$ cat src/rtl/add8_arbiter.sv
// Round-robin arbiter/sequencer sharing one combinational W-bit adder between NREQ requesters.
// One add per two cycles: arbitrate -> CALC (operands on adder) -> DONE (result + ack).
module add8_arbiter #(
    parameter  int NREQ = 3,
    parameter  int W    = 8,
    localparam int IDW  = (NREQ > 1) ? $clog2(NREQ) : 1
) (
    input  logic                clk,
    input  logic                reset,
    input  logic [NREQ-1:0]     req,
    input  logic [NREQ*W-1:0]   a_in,
    input  logic [NREQ*W-1:0]   b_in,
    output logic [W-1:0]        add_a,
    output logic [W-1:0]        add_b,
    input  logic [W-1:0]        add_sum,
    output logic [NREQ-1:0]     gnt,
    output logic [NREQ-1:0]     ack,
    output logic                res_valid,
    output logic [W-1:0]        res_data,
    output logic [IDW-1:0]      res_id,
    output logic                busy
);

    typedef enum logic [1:0] {
        IDLE = 2'd0,
        CALC = 2'd1,
        DONE = 2'd2
    } state_t;

    state_t          state_q, state_d;
    logic [IDW-1:0]  ptr_q, ptr_d;
    logic [IDW-1:0]  winner_q, winner_d;
    logic [W-1:0]    add_a_q, add_a_d;
    logic [W-1:0]    add_b_q, add_b_d;
    logic [NREQ-1:0] gnt_q, gnt_d;
    logic [NREQ-1:0] ack_q, ack_d;
    logic            res_valid_q, res_valid_d;
    logic [W-1:0]    res_data_q, res_data_d;
    logic [IDW-1:0]  res_id_q, res_id_d;

    logic [NREQ-1:0] elig;
    logic [NREQ-1:0] winner_mask;
    logic            found;
    logic [IDW-1:0]  win_idx;

    // The requester just served is masked in DONE so its lingering req is not re-granted at once.
    always_comb begin
        winner_mask           = '0;
        winner_mask[winner_q] = 1'b1;
        elig                  = '0;
        if (state_q == IDLE)
            elig = req;
        else if (state_q == DONE)
            elig = req & ~winner_mask;
    end

    // Search upward from the pointer, wrapping modulo NREQ; first eligible wins.
    always_comb begin
        found   = 1'b0;
        win_idx = '0;
        for (int k = 0; k < NREQ; k++) begin
            int idx;
            idx = int'(ptr_q) + k;
            if (idx >= NREQ)
                idx = idx - NREQ;
            if (!found && elig[idx]) begin
                found   = 1'b1;
                win_idx = IDW'(idx);
            end
        end
    end

    always_comb begin
        state_d     = state_q;
        ptr_d       = ptr_q;
        winner_d    = winner_q;
        add_a_d     = add_a_q;
        add_b_d     = add_b_q;
        gnt_d       = gnt_q;
        ack_d       = '0;
        res_valid_d = 1'b0;
        res_data_d  = res_data_q;
        res_id_d    = res_id_q;

        case (state_q)
            IDLE, DONE: begin
                gnt_d = '0;
                if (found) begin
                    state_d        = CALC;
                    winner_d       = win_idx;
                    add_a_d        = a_in[win_idx*W +: W];
                    add_b_d        = b_in[win_idx*W +: W];
                    gnt_d[win_idx] = 1'b1;
                    ptr_d          = (win_idx == IDW'(NREQ-1)) ? '0 : win_idx + 1'b1;
                end else begin
                    state_d = IDLE;
                end
            end
            CALC: begin
                state_d         = DONE;
                res_data_d      = add_sum;
                res_id_d        = winner_q;
                gnt_d           = '0;
                ack_d[winner_q] = 1'b1;
                res_valid_d     = 1'b1;
            end
            default: begin
                state_d = IDLE;
                gnt_d   = '0;
            end
        endcase
    end

    always_ff @(posedge clk) begin
        if (reset) begin
            state_q     <= IDLE;
            ptr_q       <= '0;
            winner_q    <= '0;
            add_a_q     <= '0;
            add_b_q     <= '0;
            gnt_q       <= '0;
            ack_q       <= '0;
            res_valid_q <= 1'b0;
            res_data_q  <= '0;
            res_id_q    <= '0;
        end else begin
            state_q     <= state_d;
            ptr_q       <= ptr_d;
            winner_q    <= winner_d;
            add_a_q     <= add_a_d;
            add_b_q     <= add_b_d;
            gnt_q       <= gnt_d;
            ack_q       <= ack_d;
            res_valid_q <= res_valid_d;
            res_data_q  <= res_data_d;
            res_id_q    <= res_id_d;
        end
    end

    assign add_a     = add_a_q;
    assign add_b     = add_b_q;
    assign gnt       = gnt_q;
    assign ack       = ack_q;
    assign res_valid = res_valid_q;
    assign res_data  = res_data_q;
    assign res_id    = res_id_q;
    assign busy      = (state_q != IDLE);

endmodule

$ cat config.mk
export PLATFORM = sky130hd
export DESIGN_NAME = add8_arbiter
export DESIGN_NICKNAME = d
export VERILOG_FILES = /design/src/rtl/add8_arbiter.sv
export SDC_FILE = /design/constraint.sdc
export NUM_CORES = 1
export LEC_CHECK = 0
export CORE_MARGIN = 5
export CORE_UTILIZATION = 36
export DETAILED_ROUTE_END_ITERATION = 16
export PLACE_DENSITY = 0.77
export SETUP_SLACK_MARGIN = 0.3
export SLEW_MARGIN = 25
export SYNTH_ARGS = -nofsm -noshare
export SYNTH_HDL_FRONTEND = slang
export SYNTH_SLANG_ARGS = --single-unit
$ cat constraint.sdc
create_clock -name clk -period 2.35 [get_ports clk]
set_clock_uncertainty 0.2 [all_clocks]
set_input_delay 0.3525 -clock clk [delete_from_list [all_inputs] [get_ports clk]]
set_output_delay 0.3525 -clock clk [all_outputs]
set_load 0.01 [all_outputs]
==> results <==
==> worst reg2reg max path: stages (launching register included) <==
cell       delay (ns)
dfxtp_2          0.34
inv_2            0.04
ha_4             0.26
buf_4            0.21
a2111oi_4        0.11
buf_4            0.16
or4_4            0.53
buf_12           0.18
nand3_1          0.13
a311oi_2         0.12
==> worst max path at each step <==
| stage | start | endpoint | slack [ns] | depth (start not counted) |
|---|---|---|---|---|
| global route | ptr_q[0]$_SDFFE_PP0P_ | add_b[6]$_SDFFE_PP0P_ | -0.11 | 9 |
| CTS | ptr_q[0]$_SDFFE_PP0P_ | add_b[7]$_SDFFE_PP0P_ | 0.004 | 9 |
| finish | ptr_q[0]$_SDFFE_PP0P_ | add_b[6]$_SDFFE_PP0P_ | -0.04 | 9 |
| floorplan | ptr_q[0]$_SDFFE_PP0P_ | add_a[7]$_SDFFE_PP0P_ | 0.16 | 9 |
| detailed placement | req[1] | add_a[4]$_SDFFE_PP0P_ | -0.56 | 5 |
| global placement | req[1] | add_b[1]$_SDFFE_PP0P_ | -0.43 | 5 |
==> layout make-up <==
cell class              instances  area, um2
clock inverters                 3       40.0
flip-flops and latches         38        768
well taps                      70       87.6
inverters                       2       7.51
multi-input cells             151       1340
fillers                       340       1370
repair buffers                131       1370
clock buffers                   5       68.8
==> power groups by stage <==
stage                     sequential (uW)  combinational [uW]  clock, uW
after floorplan                      1060                1340          0
after global placement                980                2340          0
after detailed placement              988                2400          0
after CTS                             978                3010        552
after global routing                 1010                3670        580
final                                 992                3480        544
==> routing by layer <==
metal / global-route usage [%] / share of wire, % / up-vias
met4: 6.98 / 2.1 / 0
li1: - / - / 1058
met2: 39.1 / 50 / 103
met3: 5.26 / 7.6 / 18
met5: 0 / 0 / -
met1: 25.5 / 40 / 1083
==> Yosys cell counts, types with 2 or more instances <==
library cell,number
inv_1,2
nor4_1,4
dfxtp_1,38
o21ai_0,4
ha_1,2
nand2_1,23
buf_2,4
nor4b_1,2
o311ai_0,2
a311oi_1,16
and4bb_2,3
clkbuf_1,6
a22oi_1,16
nor2_1,4
nor3b_1,2
a21oi_1,30
and3b_1,2
nand2b_1,2
buf_4,6
nand3_1,17
==> what timing repair did <==
action | CTS | global route
pin swaps | 29 | 14
setup buffers | 7 | 3
resized for setup | 38 | 29
gates cloned | 4 | 3
setup endpoints to repair | 24 | 24
==> cells by family (layout without fill, tap and decap cells) <==
logic type,after synthesis,in the layout
flops,38,38
buf+inv,20,141
fa+ha+maj,2,2
compound gates,75,75
simple gates,71,74
==> sequential cells by signal, indices dropped and copies added (netlist names) <==
| register | flops |
|---|---|
| ptr_q | 2 |
| gnt | 3 |
| add_b | 8 |
| res_id | 2 |
| state_q | 2 |
| ack | 3 |
| winner_q | 2 |
| res_data | 8 |
| add_a | 8 |
==> through the flow <==
stage	setup WS [ns]	hold WS (ns)	setup TNS, ns	std cells	utilization [%]
2_1_floorplan	0.164	0.271	0	206	-
3_3_place_gp	-0.434	0.242	-8.19	375	60.0
3_5_place_dp	-0.559	0.246	-10.06	375	60.0
4_1_cts	0.00437	0.256	0	394	68.3
5_1_grt	-0.113	0.274	-0.729	400	72.9
6_report	-0.0436	0.253	-0.0781	400	72.9
==> results.sh <==
export IMPL_setup_viol=3
export IMPL_drv_slew=0
export IMPL_clockPowerShare_pct=10.8
export IMPL_synth_seq_area_share_pct=41.2
export IMPL_yosys_area_share_xor_xnor_pct=0
export IMPL_synth_nets=269
export IMPL_cts_sinks=38
export IMPL_timing_critical_path_buf_inv=4
export IMPL_timing_rr_start="ptr_q[0]$_SDFFE_PP0P_"
export IMPL_synth_fa_ha_area_share_pct=1.35
export IMPL_start_util_pct=36.7
export IMPL_r2r_end="add_b[6]$_SDFFE_PP0P_"
export IMPL_vias=2262
export IMPL_antenna_left=0
export IMPL_syn2layout_area_growth_pct=98.8
export IMPL_via_per_inst=5.66
export IMPL_ys_warn_count=0
export IMPL_gp_congestion=0.778
export IMPL_crit_path_start_kind="flip-flop"
export IMPL_drt_initial_drc_count=163
export IMPL_hp_class="flip-flop to flip-flop"
export IMPL_crit_fanout=10
export IMPL_grt_pass1_vias=2291
export IMPL_seqPwrFrac_pct=19.8
export IMPL_critPathCaptureType="flip-flop"
export IMPL_peakVddDrop_uv=670
export IMPL_cellInternalPower_uw=2970
export IMPL_dieArea_um2=6670
export IMPL_drtPass1Iterations=4
export IMPL_min_delay_path_depth=2
export IMPL_wl_per_cell_um=19.8
export IMPL_cts_tree="built"
export IMPL_dpl_hpwl_mm=4.32
export IMPL_cpMostUsedCell="buf_4"
export IMPL_synth_compound_area_share_pct=28.6
export IMPL_synth_area_um2=1850
export IMPL_finalPower_uw=5020
export IMPL_cp_data_required_time_ns=2.31
export IMPL_yosys_register_bits=38
export IMPL_synth_edf_count=0
export IMPL_numCtsBuffers=5
export IMPL_clockRootBuffer="clkbuf_8"
export IMPL_grt_max_degree=39
export IMPL_r2r_slack_ns=-0.04
export IMPL_crit_path_max_incr_delay_ns=0.53
export IMPL_hold_buffers=0
export IMPL_coreArea_um2=5040
export IMPL_synth_top_family_by_area="compound AO/OA/AOI/OAI gates"
export IMPL_fin_ws_ns=-0.0436
export IMPL_cp_top_family="simple AND/OR/NAND/NOR gates"
export IMPL_fin_crit_sh_pct=102
export IMPL_grt_util_all_layers_pct=21.8
export IMPL_slowest_stage="or4_4"
export IMPL_synthArstFlopShare_pct=0
export IMPL_final_common_cell="clkdlybuf4s50_1"
export IMPL_holdPathEnd="res_data[3]$_SDFFE_PP0P_"
export IMPL_slew_headroom_pct=50.4
export IMPL_place_area_um2=3020
export IMPL_dieHeight_um=81.6
export IMPL_switching_share_pct=40.9
export IMPL_synth_area_leaders="dfxtp_1 (41%), a21oi_1 (8.1%), a311oi_1 (7.6%)"
export IMPL_violations="negative setup slack"
export IMPL_syn_mean_instance_area_um2=8.97
export IMPL_synth_distinct_cells=41
export IMPL_fin_nets=392
export IMPL_muxShareOfSynthArea_pct=0
export IMPL_antenna_cells=0
export IMPL_synthCells=206
export IMPL_worst_slew_pin_transition_ns=0.743
export IMPL_rsz0062_at_grt="yes"
export IMPL_pwr_density_cell_nw_per_um2=1370
export IMPL_drc=0
export IMPL_path_cells="inv_2 > ha_4 > buf_4 > a2111oi_4 > buf_4 > or4_4 > buf_12 > nand3_1 > a311oi_2"
export IMPL_drive_gt1_share_pct=32.4
export IMPL_hold_violations=0
export IMPL_yosys_area_share_simple_pct=22.9
export IMPL_wl_mm=7.93
export IMPL_htreeDepth=2
export IMPL_fin_crit_ns=2.39
export IMPL_final_cell_mix="clkdlybuf4s50_1 (91), dfxtp_1 (34), a21oi_1 (29)"
export IMPL_rows=26
export IMPL_cap_violations=0
export IMPL_critPathKind="flip-flop to flip-flop"
export IMPL_grt_pass1_wl_mm=11.2
export IMPL_clk_latency_ns=0.28
export IMPL_status="finished, violations left"
export IMPL_finalInstanceArea_um2=3670
export IMPL_die_w_um=81.6
export IMPL_r2r_cells=9
export IMPL_io_pins=95
export IMPL_place_port_buffers=94
export IMPL_p_sw_uw=2050
export IMPL_synth_largest_area_cell="dfxtp_1"
export IMPL_synth_flop_cell="dfxtp_1"
export IMPL_fmax_mhz=418
export IMPL_antenna_found_initial=0
export IMPL_clockBufferDepth=2
export IMPL_leakagePower_uw=0.00135
export IMPL_hold_start="res_data[3]$_SDFFE_PP0P_"
export IMPL_cts_clk_slew_worst_paths_ns=0.08
export IMPL_synth_top_cell_area_share_pct=41.2
export IMPL_grt_ovfl_total=0
export IMPL_power_frac_comb_pct=69.4
export IMPL_cp_arrival_ns=2.35
Note: power is estimated with default switching activity, not from simulation.
